### config.mk
export PLATFORM = sky130hd
export DESIGN_NAME = lo_mixer_bank
export DESIGN_NICKNAME = d
export VERILOG_FILES = /design/src/rtl/lo_mixer_bank.sv
export SDC_FILE = /design/constraint.sdc
export NUM_CORES = 1
export LEC_CHECK = 0
export CAP_MARGIN = 25
export CELL_PAD_IN_SITES_DETAIL_PLACEMENT = 1
export CELL_PAD_IN_SITES_GLOBAL_PLACEMENT = 1
export CORE_ASPECT_RATIO = 1.1
export CORE_UTILIZATION = 36
export CTS_CLUSTER_DIAMETER = 120
export DETAILED_ROUTE_END_ITERATION = 10
export PLACE_DENSITY = 0.65
export SETUP_SLACK_MARGIN = 0.5
export SYNTH_ARGS = -nofsm -noshare
export SYNTH_HDL_FRONTEND = slang
export SYNTH_SLANG_ARGS = --single-unit
### constraint.sdc
create_clock -name clk -period 3.5 [get_ports clk]
set_input_delay 0.35 -clock clk [delete_from_list [all_inputs] [get_ports clk]]
set_output_delay 0.35 -clock clk [all_outputs]
set_load 0.05 [all_outputs]
### src/rtl/lo_mixer_bank.sv
// lo_mixer_bank: per-channel phase-accumulator LO, XOR mixer and
// accumulate-and-dump integrator with a valid/ready result port.
module lo_mixer_bank #(
  parameter  int CH      = 3,
  parameter  int PHASE_W = 16,
  parameter  int WIN_W   = 12,
  localparam int RES_W   = WIN_W + 2,
  localparam int CH_W    = (CH > 1) ? $clog2(CH) : 1
) (
  input  logic               clk,
  input  logic               rst_n,
  input  logic               enable,
  input  logic [CH-1:0]      sig,
  input  logic               fcw_wr,
  input  logic [CH_W-1:0]    fcw_ch,
  input  logic [PHASE_W-1:0] fcw_data,
  input  logic [WIN_W-1:0]   win_len,
  output logic [CH-1:0]      lo_out,
  output logic [CH-1:0]      mix_out,
  output logic               res_valid,
  input  logic               res_ready,
  output logic [CH*RES_W-1:0] res_data,
  output logic               overrun,
  input  logic               clr_overrun
);

  typedef enum logic {
    IDLE,
    RUN
  } state_t;

  localparam logic signed [RES_W-1:0] ONE = 1;

  state_t state, state_nx;

  logic [PHASE_W-1:0]      acc   [CH];
  logic [PHASE_W-1:0]      fcw   [CH];
  logic signed [RES_W-1:0] integ [CH];
  logic signed [RES_W-1:0] sum_nx [CH];
  logic [CH*RES_W-1:0]     sum_pk;

  logic [WIN_W-1:0] win_q;
  logic [WIN_W-1:0] cnt;
  logic [CH-1:0]    d;

  logic start, stop, run, dump;
  logic load, accept, ovr_set;

  always_comb begin
    lo_out = '0;
    for (int i = 0; i < CH; i++) begin
      lo_out[i] = acc[i][PHASE_W-1];
    end
  end

  assign d = sig ^ lo_out;

  always_comb begin
    state_nx = state;
    start    = 1'b0;
    stop     = 1'b0;
    unique case (state)
      IDLE: begin
        if (enable) begin
          state_nx = RUN;
          start    = 1'b1;
        end
      end
      RUN: begin
        if (!enable) begin
          state_nx = IDLE;
          stop     = 1'b1;
        end
      end
      default: state_nx = IDLE;
    endcase
  end

  // win_q-1 wraps to all-ones for win_q==0, giving a 2^WIN_W window
  assign run  = (state == RUN) && enable;
  assign dump = run && (cnt == (win_q - WIN_W'(1)));

  always_comb begin
    sum_pk = '0;
    for (int i = 0; i < CH; i++) begin
      sum_nx[i] = d[i] ? (integ[i] - ONE) : (integ[i] + ONE);
      sum_pk[i*RES_W +: RES_W] = sum_nx[i];
    end
  end

  assign accept  = res_valid & res_ready;
  assign load    = dump & (~res_valid | res_ready);
  assign ovr_set = dump & res_valid & ~res_ready;

  always_ff @(posedge clk or negedge rst_n) begin
    if (!rst_n) begin
      mix_out <= '0;
      for (int i = 0; i < CH; i++) begin
        acc[i]   <= '0;
        fcw[i]   <= '0;
        integ[i] <= '0;
      end
    end else begin
      mix_out <= d;
      for (int i = 0; i < CH; i++) begin
        if (fcw_wr && (fcw_ch == CH_W'(i))) begin
          fcw[i] <= fcw_data;
        end
        if (state == RUN) begin
          acc[i] <= acc[i] + fcw[i];
        end
        if (start || stop || dump) begin
          integ[i] <= '0;
        end else if (run) begin
          integ[i] <= sum_nx[i];
        end
      end
    end
  end

  always_ff @(posedge clk or negedge rst_n) begin
    if (!rst_n) begin
      state     <= IDLE;
      win_q     <= '0;
      cnt       <= '0;
      res_valid <= 1'b0;
      res_data  <= '0;
      overrun   <= 1'b0;
    end else begin
      state <= state_nx;
      if (start || stop || dump) begin
        cnt <= '0;
      end else if (run) begin
        cnt <= cnt + WIN_W'(1);
      end
      if (start || dump) begin
        win_q <= win_len;
      end
      if (load) begin
        res_data  <= sum_pk;
        res_valid <= 1'b1;
      end else if (accept) begin
        res_valid <= 1'b0;
      end
      if (ovr_set) begin
        overrun <= 1'b1;
      end else if (clr_overrun) begin
        overrun <= 1'b0;
      end
    end
  end

endmodule
==> flow_metrics.py <==
metrics = {
    "route": {
        "top_layer": "met4",
        "first_iter_violations": 224,
        "remaining_drc_errors": 0,
        "wl_met2_um": 15000,
        "dr_total_vias": 9074,
        "routed-wl-met3_um": 980,
        "routedWlPerCell_um": 17.6,
        "drt-met1-wl_um": 13600,
        "firstDrtPassIters": 4,
        "routed_wl_um": 30200,
        "viasPerCell": 5.30,
        "ant_nets": 0,
    },
    "logic_synthesis": {
        "async_reset_ff_share_pct": 100,
        "synth_fp_nets": 1278,
        "synth-main-ff-cell": "dfrtp_1",
        "synth_area_leaders": "dfrtp_1 (42%), ha_1 (8.6%), mux2_2 (7.1%)",
        "synthDistinctLibCells": 66,
        "yosysSeqAreaShare_pct": 42.4,
        "syn_area_mm2": 0.0124,
        "yosys.area.top_type_share_pct": 42.4,
        "syn_inst": 1148,
        "synth_edf_count": 0,
        "ys_seq_elements": 210,
        "yosysTopAreaCell": "dfrtp_1",
        "yosysWarnings": 0,
        "synth.avg_cell_area_um2": 10.8,
    },
    "timing": {
        "setup_violations": 0,
        "layout_min_cycle_time_ns": 2.92,
        "worst_pin_slew_ns": 1.00,
        "finalSetupTns_ns": 0,
        "max_freq_mhz": 343,
        "report.final.slew_viol_count": 0,
        "hold_viol": 0,
        "rsz0062_at_grt": "true",
        "fin_crit_sh_pct": 83.4,
        "fin_skew_ns": 0.00964,
        "relSlewSlack_pct": 32.9,
    },
    "placed_design": {
        "placed_cell_area_mm2": 0.0139,
        "place.gp.congestion": 0.824,
        "dp_hpwl_um": 20600,
        "placement.io_buffers": 88,
    },
    "worst_setup_path": {
        "cp_max_fo": 7,
        "crit_required_ns": 3.92,
        "arrival_ns": 3.34,
        "critPathLaunchType": "flop",
        "crit_type": "flop to flop",
        "crit_path_end_kind": "flop",
    },
    "finish": {
        "final_cell_mix": "dfrtp_1 (207), clkdlybuf4s50_1 (87), ha_1 (83)",
        "diodes": 0,
        "fill_cells": 3641,
        "nets": 1391,
        "synthToLayoutAreaGrowth_pct": 22.3,
        "fin_area_mm2": 0.0152,
        "layout-drive-gt1-share_pct": 16.5,
        "layout_commonest_cell": "dfrtp_1",
    },
    "global_routing": {
        "overflow": 0,
        "antenna_found_initial": 0,
        "grt_pass1_wl_um": 49200,
        "grt_start_max_net_pins": 98,
        "grt_pass1_vias": 9598,
        "track_usage_pct": 17.2,
    },
    "clock_tree": {
        "cts_buffer_depth": 3,
        "cts.clk_slew.worst_paths_ns": 0.06,
        "clk-insertion-delay-late_ns": 0.54,
        "cts_tree": "done",
        "h-tree-depth": 1,
        "cts_root_buf": "clkbuf_16",
        "cts_made_buffers": 26,
        "cts.sinks": 210,
    },
    "floorplan": {
        "start_util_pct": 37.0,
        "die_height_um": 197,
        "ios": 89,
        "floorplan.rows": 70,
        "coreArea_mm2": 0.0335,
        "die_area_mm2": 0.0352,
        "dieWidth_um": 179,
    },
    "min_path": {
        "hold_path_class": "input pin to flop",
    },
    "power_and_ir_drop": {
        "p_comb_share_pct": 47.7,
        "leakage_nw": 6.89,
        "p_per_area_mw_per_mm2": 825,
        "clkPwrFrac_pct": 24.8,
        "power_frac_seq_pct": 27.4,
        "p_sw_w": 0.00479,
        "intPower_w": 0.00772,
        "sw_frac_of_total_pct": 38.3,
        "peakVddDrop_mv": 0.353,
    },
    "status": {
        "status": "finished, final reports clean",
    },
    "job": {
        "maxCapViolations": 0,
    },
}
==> Yosys cell counts, types with 3 or more instances <==
master / count
dfrtp_1: 210
ha_1: 85
nor2_1: 79
mux2_2: 78
o21ai_0: 55
a21oi_1: 53
xnor2_1: 53
mux2i_1: 44
nand2_1: 44
inv_1: 41
nor3_1: 37
xor2_1: 34
a21o_1: 33
a211oi_1: 28
mux2_4: 28
o21a_1: 24
nand3_1: 22
clkbuf_1: 18
nand2b_1: 15
nand4_1: 14
a31oi_1: 10
o31ai_1: 10
buf_2: 9
nand3b_1: 9
nor2b_1: 7
nor3b_1: 7
o211ai_1: 7
or3_1: 7
a21boi_0: 6
fa_1: 6
and2_1: 5
o2111ai_1: 5
o21bai_1: 5
and3_1: 4
buf_4: 4
buf_6: 4
o2bb2ai_1: 4
o31a_1: 4
buf_1: 3
nor4b_1: 3
o311ai_0: 3
o41ai_1: 3
or4_1: 3
==> cell families after synthesis <==
kind of cell	count (synthesis)	synth area share [%]
compound gates	266	14.2
xor+xnor	87	6.15
fa+ha+maj	91	9.55
buf+inv	79	2.85
flops	210	42.4
mux	150	14.0
simple gates	265	10.8
==> power groups by stage <==
stage / clock network [W] / logic [W] / registers, W
final: 0.00311 / 0.00597 / 0.00343
after CTS: 0.00320 / 0.00598 / 0.00343
after global routing: 0.00328 / 0.00674 / 0.00351
after detailed placement: 0 / 0.00591 / 0.00347
after global placement: 0 / 0.00576 / 0.00344
after floorplan: 0 / 0.00456 / 0.00343
==> registers in the layout, summed over array words and instances (netlist names) <==
register / count
acc: 45
cnt: 12
integ: 42
overrun: 1
res_data: 42
fcw: 48
win_q: 12
res_valid: 1
lo_out: 3
state: 1
mix_out: 3
==> metal layers <==
metal	vias up	global-route usage, %
li1	4427	-
met1	4493	22.0
met2	116	30.4
met3	38	2.22
met4	0	3.83
met5	-	0
==> layout make-up <==
class                      instances  area [um2]  share of cell area [%]
multi-input combinational        859        6910                    45.6
sequential                       210        5260                    34.7
timing repair buffer             123        1290                    8.50
clock buffer                      38         807                    5.32
tap                              432         541                    3.57
clock inverter                     9         198                    1.30
inverter                          41         154                    1.02
==> path summary, 6_finish.rpt <==
| check | end | depth (start not counted) | start | slack (ns) |
|---|---|---|---|---|
| max | res_data[9] | 9 | win_q[2] | 0.58 |
| min | overrun | 2 | clr_overrun | 0.40 |
| max reg2reg | res_data[9] | 9 | win_q[2] | 0.58 |
| min reg2reg | acc[23] | 1 | acc[23] | 0.49 |
| max in group asynchronous | lo_out[1] | 3 | rst_n | 2.21 |
| min in group asynchronous | mix_out[1] | 2 | rst_n | 0.41 |
==> critical path, cell delays in order (launching register included) <==
cell and delay (ns):
dfrtp_2 0.43, or4_4 0.59, buf_4 0.16, nor4_2 0.16, xnor2_1 0.16, a2111oi_4 0.33
and4_4 0.34, nand2_8 0.12, clkbuf_16 0.22, mux2_4 0.29
==> per-stage QoR <==
step / utilization (%) / worst slack, ns / instances / total power, W / hold WS, ns
after floorplan: - / 0.535 / 1148 / 0.00799 / 0.0544
after detailed placement: 41.4 / 0.0654 / 1651 / 0.00938 / 0.443
final: 45.2 / 0.580 / 1712 / 0.0125 / 0.401
after CTS: 44.4 / 0.495 / 1699 / 0.0126 / 0.377
after global placement: 41.4 / 0.136 / 1651 / 0.00921 / 0.445
after global routing: 45.2 / 0.461 / 1712 / 0.0135 / 0.406
==> what timing repair did <==
action                     CTS  global route
gates resized for setup      5            14
setup endpoints to repair   90            85
hold buffers                 1             0
setup buffers                0             7
hold endpoints to repair    94             0
pin swaps                    0             4
gates cloned                 0             6
Note: power is estimated with default switching activity, not from simulation.
